--- src/rtl/spi_arb_pkg.sv ---
// Shared types and constants for the SPI monarch arbiter.
package spi_arb_pkg;

    // Width of a monarch command / response word
    localparam int SPI_CMD_W = 16;

    // Arbiter sequencing states
    typedef enum logic [1:0] {
        IDLE   = 2'd0,
        LAUNCH = 2'd1,
        BUSY   = 2'd2
    } state_t;

    // Requester identity: 0 = inertial interface, 1 = IR/A2D interface
    typedef logic owner_t;

    localparam owner_t OWN_IMU = 1'b0;
    localparam owner_t OWN_A2D = 1'b1;

endpackage

--- src/rtl/spi_arb_tmo.sv ---
// Transaction watchdog for the SPI arbiter.
// Cleared while a transaction is launched, counts every BUSY cycle, and
// flags the cycle in which the count reaches all-ones
// (the (2^TMO_W-1)-th BUSY cycle). Only built when SPI_ARB_TMO_EN is defined.
module spi_arb_tmo #(
    parameter int TMO_W = 12
) (
    input  logic clk,
    input  logic rst_n,
    input  logic clr,
    input  logic en,
    output logic expired
);

    // Count value seen during the final allowed BUSY cycle
    localparam logic [TMO_W-1:0] LAST = ~TMO_W'(1);

    logic [TMO_W-1:0] cnt;

    // Busy-cycle counter: clear has priority over counting
    always_ff @(posedge clk or negedge rst_n) begin
        if (!rst_n) begin
            cnt <= '0;
        end else if (clr) begin
            cnt <= '0;
        end else if (en) begin
            cnt <= cnt + TMO_W'(1);
        end
    end

    assign expired = en && (cnt == LAST);

endmodule

--- src/rtl/spi_arb.sv ---
// Two-requester arbiter in front of a single 16-bit SPI monarch.
// Requester 0 is the inertial interface, requester 1 the IR/A2D interface.
// Grants one transaction at a time, drives the monarch wrt/wt_data
// handshake, steers SS_n to the owner's chip select and returns
// done/rd_data only to the owner. Ties are broken round-robin: the
// requester just served loses the next tie.
//
// Handshake: reqX is held high with a stable cmdX until doneX or errX
// pulses for one cycle; a req still high on the following cycle is a new
// request.
//
// Optional build macro SPI_ARB_TMO_EN: adds a BUSY-cycle watchdog that
// aborts a transaction with errX after 2^TMO_W-1 cycles. Without it, err0
// and err1 are tied low and BUSY only ends on spi_done.
module spi_arb
    import spi_arb_pkg::*;
#(
    parameter int TMO_W     = 12,
    parameter bit RST_OWNER = 1'b0
) (
    input  logic                 clk,
    input  logic                 rst_n,
    input  logic                 req0,
    input  logic [SPI_CMD_W-1:0] cmd0,
    output logic                 done0,
    output logic                 err0,
    input  logic                 req1,
    input  logic [SPI_CMD_W-1:0] cmd1,
    output logic                 done1,
    output logic                 err1,
    output logic [SPI_CMD_W-1:0] rd_data,
    output logic                 busy,
    output logic                 wrt,
    output logic [SPI_CMD_W-1:0] wt_data,
    input  logic                 spi_done,
    input  logic [SPI_CMD_W-1:0] spi_rd_data,
    input  logic                 spi_SS_n,
    output logic                 SS0_n,
    output logic                 SS1_n
);

    state_t               state;
    owner_t               owner;
    owner_t               prio;
    owner_t               grant_id;
    logic [SPI_CMD_W-1:0] cmd_reg;
    logic                 tmo_hit;
    logic                 fin_ok;

`ifdef SPI_ARB_TMO_EN
    logic fin_tmo;

    spi_arb_tmo #(
        .TMO_W (TMO_W)
    ) u_tmo (
        .clk     (clk),
        .rst_n   (rst_n),
        .clr     (state == LAUNCH),
        .en      (state == BUSY),
        .expired (tmo_hit)
    );

    // A real completion in the same cycle as the watchdog wins
    assign fin_tmo = (state == BUSY) && tmo_hit && !spi_done;
    assign err0    = fin_tmo && (owner == OWN_IMU);
    assign err1    = fin_tmo && (owner == OWN_A2D);
`else
    logic unused_tmo_w;

    assign unused_tmo_w = (TMO_W > 0);
    assign tmo_hit      = 1'b0;
    assign err0         = 1'b0;
    assign err1         = 1'b0;
`endif

    // Pick the winner among the requests currently high; prio breaks ties
    always_comb begin
        grant_id = prio;
        if (req0 && req1) begin
            grant_id = prio;
        end else if (req1) begin
            grant_id = OWN_A2D;
        end else begin
            grant_id = OWN_IMU;
        end
    end

    // Arbiter FSM: grant in IDLE, one LAUNCH cycle, wait in BUSY for done or timeout
    always_ff @(posedge clk or negedge rst_n) begin
        if (!rst_n) begin
            state   <= IDLE;
            owner   <= OWN_IMU;
            prio    <= RST_OWNER;
            cmd_reg <= '0;
        end else begin
            case (state)
                IDLE: begin
                    if (req0 || req1) begin
                        owner   <= grant_id;
                        cmd_reg <= (grant_id == OWN_A2D) ? cmd1 : cmd0;
                        state   <= LAUNCH;
                    end
                end
                LAUNCH: begin
                    // spi_done cannot legally arrive here, so it is not looked at
                    state <= BUSY;
                end
                BUSY: begin
                    if (spi_done || tmo_hit) begin
                        prio  <= ~owner;
                        state <= IDLE;
                    end
                end
                default: begin
                    state <= IDLE;
                end
            endcase
        end
    end

    // Completion is reported in the same cycle the monarch pulses spi_done
    assign fin_ok  = (state == BUSY) && spi_done;
    assign done0   = fin_ok && (owner == OWN_IMU);
    assign done1   = fin_ok && (owner == OWN_A2D);
    assign rd_data = spi_rd_data;

    // Handshake and status decode straight from registered state
    assign wrt     = (state == LAUNCH);
    assign busy    = (state != IDLE);
    assign wt_data = cmd_reg;

    // Only the owner's chip select follows the monarch, and only while granted
    assign SS0_n = (busy && (owner == OWN_IMU)) ? spi_SS_n : 1'b1;
    assign SS1_n = (busy && (owner == OWN_A2D)) ? spi_SS_n : 1'b1;

endmodule

--- config.mk ---
export PLATFORM = sky130hd
export DESIGN_NAME = spi_arb
export DESIGN_NICKNAME = d
export VERILOG_FILES = /design/src/rtl/spi_arb_pkg.sv /design/src/rtl/spi_arb_tmo.sv /design/src/rtl/spi_arb.sv
export SDC_FILE = /design/constraint.sdc
export NUM_CORES = 1
export LEC_CHECK = 0
export ABC_AREA = 1
export BUFFER_PORTS_ARGS = -buffer_cell sky130_fd_sc_hd__buf_2
export CAP_MARGIN = 20
export CORE_MARGIN = 1.5
export CORE_UTILIZATION = 43
export CTS_CLUSTER_DIAMETER = 80
export CTS_CLUSTER_SIZE = 8
export DETAILED_ROUTE_END_ITERATION = 10
export PLACE_DENSITY = 0.85
export SLEW_MARGIN = 20
export SYNTH_ARGS = -nofsm -noshare
export SYNTH_HDL_FRONTEND = slang
export SYNTH_SLANG_ARGS = --single-unit
--- constraint.sdc ---
create_clock -name clk -period 3.3 [get_ports clk]
set_input_delay 0.495 -clock clk [delete_from_list [all_inputs] [get_ports clk]]
set_output_delay 0.495 -clock clk [all_outputs]
set_load 0.1 [all_outputs]
==> results_dict.tcl <==
set metrics [dict create \
    status "completed" \
    grt-ovfl-total 0 \
    rsz0062_at_grt "false" \
    final.period_utilization_pct 60.70 \
    antenna_found_initial 0 \
    synth_cell_types 16 \
    wl_per_cell_um 10.58 \
    nFillCells 299 \
    layout.area.seq_um2 500.5 \
    synth_area_leaders "dfrtp_1 (39%), nand2_1 (15%), nand3_1 (14%)" \
    cts_max_path_buffers 2 \
    cts-root-buf "clkbuf_4" \
    drt_wl_total_um 2646 \
    syn_inst 179 \
    grt_max_degree 21 \
    finalSetupViolations 0 \
    area_growth_pct 14.69 \
    rr_worst_depth 6 \
    worstPathRequired_ns 2.80 \
    row_count 19 \
    avgSynthCellArea_um2 7.137 \
    gp_congestion 0.7440 \
    grt_use_total_pct 17.23 \
    dieArea_um2 3307 \
    r2r_start "prio$_DFFE_PN0P_" \
    nNetsFinal 274 \
    worstPathMaxFanout 4 \
    coreArea_um2 2781 \
    antenna_cells 0 \
    end_kind "primary output" \
    initial_core_util_pct 45.93 \
    io_buffers 59 \
    ant_nets 0 \
    synth_top_cell_area_share_pct 39.18 \
    clk_latency_ns 0.29 \
    critPathLaunch "state[0]$_DFFE_PN0P_" \
    die_width_um 57.51 \
    max_cap_viol_count 0 \
    fin_cells 250 \
    ys_top_cells_by_count "nand2_1 (50), inv_1 (37), nand3_1 (35)" \
    cts_sinks 20 \
    cts_tree "done" \
    yosysMostFrequentCell "nand2_1" \
    drive_gt1_share_pct 31.51 \
    rr_endpoint "wt_data[2]$_DFFE_PN0P_" \
    async_flop_share_pct 100.0 \
    dr_total_vias 1145 \
    dp.cells 246 \
    holdBufCountCts 0 \
    r2r_setup_slack_ns 1.94 \
    cts_made_buffers 3 \
    setup_tns_ns 0 \
    synth-seq-cells 20 \
    finalMaxSlewViolations 0 \
    startpoint_type "flop" \
    dr.pass1.iters 4 \
    hpwlAfterDp_um 1974 \
    drtIter0Drc 7 \
    h-tree-depth 1 \
    cts_resized 0 \
    synth_flop_cell "dfrtp_1" \
    post_cts_buffers 0 \
    grt_pass1_vias 1064 \
    worstHoldPathType "in2async" \
    period_minus_slack_ns 2.003 \
    path_clk_slew_ns 0.11 \
    synth_seq_area_share_pct 39.18 \
    multi_input_area_um2 449.2 \
    critPathArrivalTime_ns 1.51 \
    synth_edf_count 0 \
    synth_warnings 0 \
    path_class "reg2out" \
    die_y_um 57.51 \
    timing.fmax_mhz 499.2 \
    syn_area_um2 1277 \
    viasPerCell 4.580 \
    synth_area_leader_cell "dfrtp_1" \
    grt_pass1_wl_um 4436 \
    skew_ns 0.005993 \
    hold_violations 0 \
    io_pins 94 \
    drc 0 \
]
[kinds of logic after synthesis]
logic type             count (synthesis)  synth area share [%]
buffers and inverters                 62                 25.96
flip-flops                            20                 39.18
other                                  1                0.2935
AND/OR/NAND/NOR                       93                 33.20
AO/OA/AOI/OAI                          3                 1.371
[stage by stage]
stage	setup WS, ns	hold slack [ns]	util (%)	area [µm²]
3_3_place_gp	1.553	0.4583	51.37	1429
3_5_place_dp	1.491	0.4679	51.37	1429
5_1_grt	1.173	0.1420	52.68	1465
6_report	1.297	0.1220	52.68	1465
2_1_floorplan	0.9161	0.1994	-	1281
4_1_cts	1.278	0.1382	52.68	1465
[layout by cell type, fill, tap and decap left out, types with 2 or more instances in the layout]
| master | n |
|---|---|
| buf_2 | 59 |
| nand2_1 | 50 |
| inv_1 | 37 |
| nand3_1 | 35 |
| dfrtp_1 | 20 |
| nor2_1 | 3 |
| nand2_2 | 3 |
| clkbuf_4 | 3 |
| conb_1 | 2 |
[area by class of cell]
cell class / instances / share of cell area, %
tap: 31 / 2.647
timing repair buffer: 59 / 20.15
clock buffer: 4 / 2.477
sequential: 20 / 34.16
multi-input combinational: 98 / 30.66
inverter: 38 / 9.906
[critical path, stage by stage, from the launching register on]
cell	delay, ns
dfrtp_1	0.38
inv_1	0.11
nand3_1	0.14
nor2_1	0.15
buf_2	0.45
[sequential cells by signal, summed over array words and instances, names as in the netlist]
name     count
state        2
prio         1
owner        1
wt_data     16
[routing by layer]
metal  track usage, %  vias to the layer above  share of wire, %
met3            2.494                        4               4.3
met5                0                        -                 0
met2            31.66                       34                51
li1                 -                      596                 -
met1            20.38                      511                43
met4            5.648                        0               1.4
[worst max path at each step]
stage,endpoint,cells past startpoint,slack (ns)
4_1_cts,done1,4,1.28
3_5_place_dp,done1,4,1.49
3_3_place_gp,done1,4,1.55
6_report,done1,4,1.30
5_1_grt,done1,4,1.17
2_1_floorplan,done1,2,0.92
Power is not shown: default switching activity piles up to over one toggle a cycle in this logic, so the estimate is an artifact.
